[config.mk]
export PLATFORM = sky130hd
export DESIGN_NAME = pcs_block_lock
export DESIGN_NICKNAME = d
export VERILOG_FILES = /design/src/rtl/pcs_rx_pkg.sv /design/src/rtl/pcs_block_lock.sv
export SDC_FILE = /design/constraint.sdc
export NUM_CORES = 1
export LEC_CHECK = 0
export CAP_MARGIN = 10
export CELL_PAD_IN_SITES_DETAIL_PLACEMENT = 2
export CELL_PAD_IN_SITES_GLOBAL_PLACEMENT = 2
export CORE_MARGIN = 2
export CORE_UTILIZATION = 21
export CTS_CLUSTER_DIAMETER = 50
export CTS_CLUSTER_SIZE = 14
export DETAILED_ROUTE_END_ITERATION = 12
export PLACE_DENSITY_LB_ADDON = 0.08
export SLEW_MARGIN = 20
export SYNTH_ARGS = -nofsm -noshare
export SYNTH_HDL_FRONTEND = slang
export SYNTH_SLANG_ARGS = --single-unit
[constraint.sdc]
create_clock -name CLK -period 2.2 [get_ports CLK]
set_input_delay 0.44 -clock CLK [delete_from_list [all_inputs] [get_ports CLK]]
set_output_delay 0.44 -clock CLK [all_outputs]
set_load 0.005 [all_outputs]
[src/rtl/pcs_rx_pkg.sv]
// ---------------------------------------------------------------------------
// pcs_rx_pkg
// Shared definitions for the 64b/66b PCS receive path.
//   SH_DATA / SH_CTRL : the two legal 66b sync header encodings
//   lockState_t       : block-lock FSM state encoding
//   isValidHdr()      : true for a legal sync header (01 or 10)
// ---------------------------------------------------------------------------
package pcs_rx_pkg;

  localparam logic [1:0] SH_DATA = 2'b01;
  localparam logic [1:0] SH_CTRL = 2'b10;

  typedef enum logic [1:0] {
    RESET_CNT = 2'd0,
    TEST_SH   = 2'd1,
    SLIP_WAIT = 2'd2
  } lockState_t;

  // 00 and 11 can never appear on a correctly aligned block
  function automatic logic isValidHdr(input logic [1:0] hdr);
    return (hdr == SH_DATA) || (hdr == SH_CTRL);
  endfunction

endpackage

[src/rtl/pcs_block_lock.sv]
// ---------------------------------------------------------------------------
// pcs_block_lock
// 64b/66b block-lock state machine with a one-cycle payload register stage.
// Watches sync headers from the gearbox, requests bit slips until a full
// window of clean headers is seen, then holds lock until too many bad headers
// land in one window.
//
// Parameters
//   LOCK_WINDOW   : valid blocks per header-test window
//   INVALID_LIMIT : bad headers per window that drop lock
//   SLIP_HOLDOFF  : valid blocks ignored after a slip (gearbox realigning)
// Ports
//   CLK        in   rising-edge clock
//   rst        in   synchronous active-high reset
//   rx_hdr     in   2-bit sync header of the current block
//   rx_data    in   64-bit scrambled payload of the current block
//   rx_valid   in   rx_hdr/rx_data valid this cycle
//   D_out      out  registered payload (to the descrambler)
//   hdr_out    out  registered sync header aligned with D_out
//   out_valid  out  D_out/hdr_out valid
//   block_lock out  block alignment achieved
//   slip       out  one-cycle request to shift gearbox alignment by one bit
// ---------------------------------------------------------------------------
module pcs_block_lock
  import pcs_rx_pkg::*;
#(
  parameter int LOCK_WINDOW   = 64,
  parameter int INVALID_LIMIT = 16,
  parameter int SLIP_HOLDOFF  = 2
) (
  input  logic        CLK,
  input  logic        rst,
  input  logic [1:0]  rx_hdr,
  input  logic [63:0] rx_data,
  input  logic        rx_valid,
  output logic [63:0] D_out,
  output logic [1:0]  hdr_out,
  output logic        out_valid,
  output logic        block_lock,
  output logic        slip
);

  localparam int CW = $clog2(LOCK_WINDOW + 1);
  localparam int IW = $clog2(INVALID_LIMIT + 1);
  localparam int HW = (SLIP_HOLDOFF < 1) ? 1 : $clog2(SLIP_HOLDOFF + 1);

  localparam logic [CW-1:0] LW_C = CW'(LOCK_WINDOW);
  localparam logic [IW-1:0] IL_C = IW'(INVALID_LIMIT);
  localparam logic [HW-1:0] HO_C = HW'(SLIP_HOLDOFF);

  lockState_t    r_state;
  logic [CW-1:0] r_shCnt;
  logic [IW-1:0] r_shInvalidCnt;
  logic [HW-1:0] r_holdCnt;

  logic          w_hdrBad;
  logic [CW-1:0] w_cntInc;
  logic [IW-1:0] w_invInc;
  logic [HW-1:0] w_holdInc;

  // Counter values as they would be after accepting the current block.
  // RESET_CNT behaves as TEST_SH starting from cleared counters, so a block
  // arriving straight after reset is tested rather than lost. Counters are
  // cleared whenever they hit their limit, so the increments never wrap.
  always_comb begin
    w_hdrBad  = !isValidHdr(rx_hdr);
    w_cntInc  = '0;
    w_invInc  = '0;
    if (r_state == RESET_CNT) begin
      w_cntInc = CW'(1);
      w_invInc = IW'(w_hdrBad);
    end else begin
      w_cntInc = r_shCnt + CW'(1);
      w_invInc = r_shInvalidCnt + IW'(w_hdrBad);
    end
    w_holdInc = r_holdCnt + HW'(1);
  end

  // Output register stage plus the lock FSM. The payload path registers
  // unconditionally so latency is independent of lock state. Slip defaults
  // low every cycle; it is only raised on the edge that leaves TEST_SH for
  // SLIP_WAIT, and SLIP_WAIT always consumes at least one valid block, so two
  // slips can never be back to back. Idle cycles freeze all FSM state.
  always_ff @(posedge CLK) begin
    if (rst) begin
      D_out          <= '0;
      hdr_out        <= '0;
      out_valid      <= 1'b0;
      block_lock     <= 1'b0;
      slip           <= 1'b0;
      r_shCnt        <= '0;
      r_shInvalidCnt <= '0;
      r_holdCnt      <= '0;
      r_state        <= RESET_CNT;
    end else begin
      D_out     <= rx_data;
      hdr_out   <= rx_hdr;
      out_valid <= rx_valid;
      slip      <= 1'b0;
      if (rx_valid) begin
        case (r_state)
          RESET_CNT, TEST_SH: begin
            r_state <= TEST_SH;
            if (!block_lock) begin
              if (w_hdrBad) begin
                slip           <= 1'b1;
                r_shCnt        <= '0;
                r_shInvalidCnt <= '0;
                r_holdCnt      <= '0;
                r_state        <= SLIP_WAIT;
              end else if (w_cntInc == LW_C) begin
                block_lock     <= 1'b1;
                r_shCnt        <= '0;
                r_shInvalidCnt <= '0;
              end else begin
                r_shCnt        <= w_cntInc;
                r_shInvalidCnt <= '0;
              end
            end else begin
              // Loss of lock is checked first so it wins on the last block
              if (w_invInc == IL_C) begin
                block_lock     <= 1'b0;
                slip           <= 1'b1;
                r_shCnt        <= '0;
                r_shInvalidCnt <= '0;
                r_holdCnt      <= '0;
                r_state        <= SLIP_WAIT;
              end else if (w_cntInc == LW_C) begin
                r_shCnt        <= '0;
                r_shInvalidCnt <= '0;
              end else begin
                r_shCnt        <= w_cntInc;
                r_shInvalidCnt <= w_invInc;
              end
            end
          end
          SLIP_WAIT: begin
            if (w_holdInc >= HO_C) begin
              r_holdCnt      <= '0;
              r_shCnt        <= '0;
              r_shInvalidCnt <= '0;
              r_state        <= TEST_SH;
            end else begin
              r_holdCnt <= w_holdInc;
            end
          end
          default: r_state <= RESET_CNT;
        endcase
      end
    end
  end

endmodule

After elaboration in Yosys (flattened, before gate mapping). Cells that the tools add are included.

Add/sub/neg operators: 3. Order comparisons: 1. Equal/unequal tests: 9. Muxes and demuxes: 30. Bitwise gates (word level): 2. Reductions and logical operators: 10.

Operators with widths (number): 7-bit 2-to-1 mux (6); 5-bit 2-to-1 mux (5); 2-bit 2-to-1 mux (8); 7-bit case mux with 2 select lines (1); 5-bit case mux with 2 select lines (1); 2-bit case mux with 2 select lines (2); 7-bit by 1-bit adder with 7-bit output, second input constant (1); 7-bit equality test, second input constant (1); 1-bit 2-to-1 mux (7); 3-bit != test, second input constant (2); 5-bit by 1-bit adder with 5-bit output (1); 5-bit equality test, second input constant (1); 2-bit by 1-bit equality test with 1-bit output, second input constant (2); 2-bit equality test, second input constant (2); 2-bit AND reduction (2); 4-bit AND reduction (1); 3-bit AND reduction (1); 3-bit OR reduction (1); 2-bit by 1-bit adder with 2-bit output, second input constant (1); 2-bit greater-or-equal comparator, second input constant (1); 2-bit zero test (1); 2-bit != test, second input constant (1); 1-bit NOT (2); 2-bit nonzero test (1); other kinds (3) (3).

Register bits: 85. Bits of input ports: 69. Output and inout bits: 69. Logic and storage cells: 64.

Logic depth before layout (Yosys ltp).
Depth after elaboration: 9. Mapped depth: 10. Depth with buffers taken out: 10.

Least setup slack after synthesis. OpenSTA, ideal clock, no wires.

Path kind: input to register. Start point: in rx_hdr[1]. End point: reg r_shCnt[6]. Library setup time: 58 ps. Data arrival time: 2203 ps. Data required time: 2142 ps. Setup slack: -61 ps. Cell stages on the path: 10. Path buffers: 0. Cell sequence: xor2_1 -> inv_1 -> ha_1 -> ha_1 -> nand2b_1 -> and4b_1 -> a41oi_1 -> nand2_1 -> a211oi_1 -> a21o_1.

Word-level cells in the longest chain between the ends: 9. Elaborated cells on any way between the ends: 11. Classes of those cells: add/sub (1); eq/ne (3); mux (5); reduce/logical (2).

Ends and longest elaborated chain: from (decl) (RTL line pcs_block_lock.sv:33) `input logic [1:0] rx_hdr,`; 2-bit by 1-bit equality test with 1-bit output / 2-bit equality test (equally long branches) (RTL line pcs_rx_pkg.sv:21) `return (hdr == SH_DATA) || (hdr == SH_CTRL);`; 1-bit logical OR * (RTL line pcs_rx_pkg.sv:21); 1-bit zero test (RTL line pcs_block_lock.sv:66) `w_hdrBad = !isValidHdr(rx_hdr);`; 5-bit by 1-bit adder with 5-bit output (RTL line pcs_block_lock.sv:74) `w_invInc = r_shInvalidCnt + IW'(w_hdrBad);`; 5-bit 2-to-1 mux (RTL line pcs_block_lock.sv:69) `if (r_state == RESET_CNT) begin`; 5-bit equality test (RTL line pcs_block_lock.sv:121) `if (w_invInc == IL_C) begin`; 7-bit 2-to-1 mux (RTL line pcs_block_lock.sv:121); 7-bit 2-to-1 mux * (RTL line pcs_block_lock.sv:104) `if (!block_lock) begin`; 7-bit case mux with 2 select lines * (RTL line pcs_block_lock.sv:101) `case (r_state)`; to (signal assigned) (RTL line pcs_block_lock.sv:116) `r_shCnt <= w_cntInc;`; to (signal assigned) (RTL line pcs_block_lock.sv:132) `r_shCnt <= w_cntInc;`; to (decl) (RTL line pcs_block_lock.sv:52) `logic [CW-1:0] r_shCnt;`.

Mark *: on every way between the ends. The rest lies on a longest branch, timed or not. A chain may end at the register's enable or synchronous reset.

Worst setup path after layout.
Start point: reg r_shCnt[1]. End point: reg r_shInvalidCnt[4].

Word-level cells in the longest chain between the ends: 7.

Ends and longest elaborated chain: 7-bit by 1-bit adder with 7-bit output (RTL line pcs_block_lock.sv:73) `w_cntInc = r_shCnt + CW'(1);`; 7-bit 2-to-1 mux (RTL line pcs_block_lock.sv:69); 7-bit equality test (RTL line pcs_block_lock.sv:128) `end else if (w_cntInc == LW_C) begin`; 5-bit 2-to-1 mux (RTL line pcs_block_lock.sv:128); 5-bit 2-to-1 mux (RTL line pcs_block_lock.sv:121); 5-bit 2-to-1 mux (RTL line pcs_block_lock.sv:104); 5-bit case mux with 2 select lines (RTL line pcs_block_lock.sv:101); to (signal assigned) (RTL line pcs_block_lock.sv:133) `r_shInvalidCnt <= w_invInc;`; to (decl) (RTL line pcs_block_lock.sv:53) `logic [IW-1:0] r_shInvalidCnt;`.

Every way passes these cells.

==> metrics.yaml <==
status:
  outcome: "finished, final reports clean"
flow_run:
  cap_violations: 0
routing:
  vias: 2468
  routed_wl_um: 9020
  wire_per_inst_um: 14.9
  drt-met1-wl_um: 3610
  dr_wl_met2_um: 4470
  met3_length_um: 725
  drc_errors: 0
  drt_iter0_drc: 44
  firstDrtPassIters: 3
  top_layer: "met4"
  via_per_inst: 4.09
  detail-route-antenna-nets: 0
setup_path:
  ff2ff_path_depth: 7
  r2r_slack_ps: 100
  critical_path_class: "reg -> reg"
  cp_slowest_cell: "a2111o_1"
  cp.depth: 7
  required_ps: 2420
  end_kind: "flip-flop"
  cp_max_fo: 2
  crit_family: "simple AND/OR/NAND/NOR gates"
  cp_cell_sequence: "ha_1, nand2_1, or3_4, a2111o_1, or3_4, a32oi_2, nor2_1"
  cp_num_buf_inv: 0
  slowest_delay_ps: 430
  crit_path_start_kind: "flip-flop"
  crit_arrival_ps: 2320
  cp_common_cell: "or3_4"
timing:
  relSlewSlack: 0.654
  fmax_ghz: 0.475
  fin_skew_ps: 5.16
  maxSlewViolCount: 0
  period_share: 0.956
  hold_viol: 0
  worst_slew_pin_slew_ps: 506
  layout_min_cycle_time_ps: 2100
  finalSetupViolCount: 0
logic_synthesis:
  syn-num-nets: 338
  ys.flop_type: "dfxtp_1"
  netlist_top_cells_count: "dfxtp_1, nor2b_1, nand2_1, nor2_1, clkbuf_1"
  synth_edf_count: 0
  yosysSeqAreaShare: 0.608
  synthArstFlopShare: 0
  yosysTopAreaCell: "dfxtp_1"
  ys_top_cells_by_area: "dfxtp_1, nor2b_1, nand2_1"
  yosys_warnings: 0
  synthCells: 265
  avgSynthCellArea_um2: 10.6
  synth_top_area_share: 0.608
  synth_cell_types: 41
  yosysMostFrequentCell: "dfxtp_1"
  synth-seq-cells: 85
  synth_area_mm2: 0.00280
floorplan:
  dieArea_mm2: 0.0143
  rows: 42
  initial_core_util: 0.213
  die_w_um: 119
  core_mm2: 0.0131
  die_height_um: 119
  pin_count: 138
placed_design:
  dp_hpwl_um: 6790
  place_area_mm2: 0.00453
  gp_congestion: 0.771
  io_buffers: 137
cts:
  clock_latency_ps: 340
  cts.sinks: 85
  clk_pin_slew_ps: 60
  h-tree-depth: 3
  cts_hold_buffers: 0
  numCtsBuffers: 9
  cts_buffer_depth: 2
  cts-root-buf: "clkbuf_16"
  cts_tree: "built"
layout:
  stdcell_area_mm2: 0.00493
  fill_cells: 1450
  areaGrowthSynthToFinish_pct: 76.3
  drive_above_1_share: 0.145
  nNetsFinal: 498
  diodes: 0
global_routing:
  grt_max_degree: 62
  first_global_vias: 2655
  gr-total-overflow: 0
  grt_antenna_before_repair: 0
  grt_usage: 0.131
  grt_pass1_wl_um: 14100
pwr:
  ir_drop_mv: 0.380
  leakagePower_nw: 1.87
  power.density_mw_per_mm2: 724
  finalPower_w: 0.00357
worst_hold_path:
  hp-class: "in -> reg"
  hold_depth: 2
==> per-layer routing <==
layer,up-vias,GRT usage
met1,1182,0.143
li1,1188,-
met2,85,0.219
met4,0,0.0684
met5,-,0
met3,13,0.0508
==> sequential cells by signal, indices dropped and copies added (netlist names) <==
signal and count:
r_shInvalidCnt 5, slip 1, out_valid 1, D_out 64, r_holdCnt 2, r_state 2
r_shCnt 7, block_lock 1, hdr_out 2
==> power by group <==
| group | switching [W] | leakage [nW] | internal, W |
|---|---|---|---|
| logic | 0.000150 | 1.03 | 0.000283 |
| registers | 0.0000212 | 0.705 | 0.00161 |
| clock network | 0.000602 | 0.138 | 0.000902 |
==> through the flow <==
| step | TNS (ps) | utilization | std cells | hold slack (ps) | setup slack (ps) |
|---|---|---|---|---|---|
| floorplan | 0 | - | 265 | 420 | 9.45 |
| global placement | -10340 | 0.345 | 589 | 459 | -842 |
| detailed placement | -10880 | 0.345 | 589 | 443 | -858 |
| CTS | 0 | 0.371 | 603 | 453 | 21.3 |
| global route | -16.3 | 0.375 | 604 | 406 | -16.3 |
| finish | 0 | 0.375 | 604 | 401 | 96.8 |
==> repair_timing <==
| item | CTS | global route |
|---|---|---|
| hold endpoints to repair | 0 | 0 |
| resized for setup | 14 | 14 |
| setup buffers | 0 | 1 |
| setup endpoints to repair | 15 | 12 |
| pin swaps | 7 | 8 |
==> kinds of logic (layout without fill, tap and decap cells) <==
| group | count (synthesis) | count (layout) | synth area share |
|---|---|---|---|
| buffers and inverters | 18 | 181 | 0.0246 |
| AND/OR/NAND/NOR | 120 | 120 | 0.247 |
| adder cells (fa/ha/maj) | 4 | 4 | 0.0179 |
| multiplexers | 2 | 2 | 0.00760 |
| AO/OA/AOI/OAI | 29 | 29 | 0.0729 |
| flip-flops | 85 | 85 | 0.608 |
| XOR/XNOR | 7 | 7 | 0.0219 |
==> worst paths after layout <==
check | from | to
hold reg to reg | r_holdCnt[1]$_SDFFE_PP0P_ | r_holdCnt[1]$_SDFFE_PP0P_
setup / recovery | r_shCnt[1]$_SDFFE_PP0P_ | r_shInvalidCnt[4]$_SDFFE_PP0P_
hold / removal | rx_hdr[1] | hdr_out[1]$_SDFF_PP0_
setup reg to reg | r_shCnt[1]$_SDFFE_PP0P_ | r_shInvalidCnt[4]$_SDFFE_PP0P_
==> layout make-up <==
type,count,area (um2),area share
clock buffers,11,243,0.0492
clock inverters,3,46.3,0.00939
inverters,6,22.5,0.00457
multi-input cells,162,1140,0.232
flip-flops and latches,85,1700,0.345
well taps,176,220,0.0447
repair buffers,161,1550,0.315
==> placed cells by master, fill, tap and decap left out, types with 3 or more instances in the layout <==
cell               n
xor2_1             3
nand2b_1           3
clkbuf_16          9
a21oi_1            3
inv_1              4
nand2_1           14
nor2b_1           69
nor3_1             3
o21ai_0            5
xnor2_1            3
dfxtp_1           84
buf_4             24
clkdlybuf4s50_1  134
nand3_1            3
nor2_1            12
o21ai_1            3
Note: power is estimated with default switching activity, not from simulation.
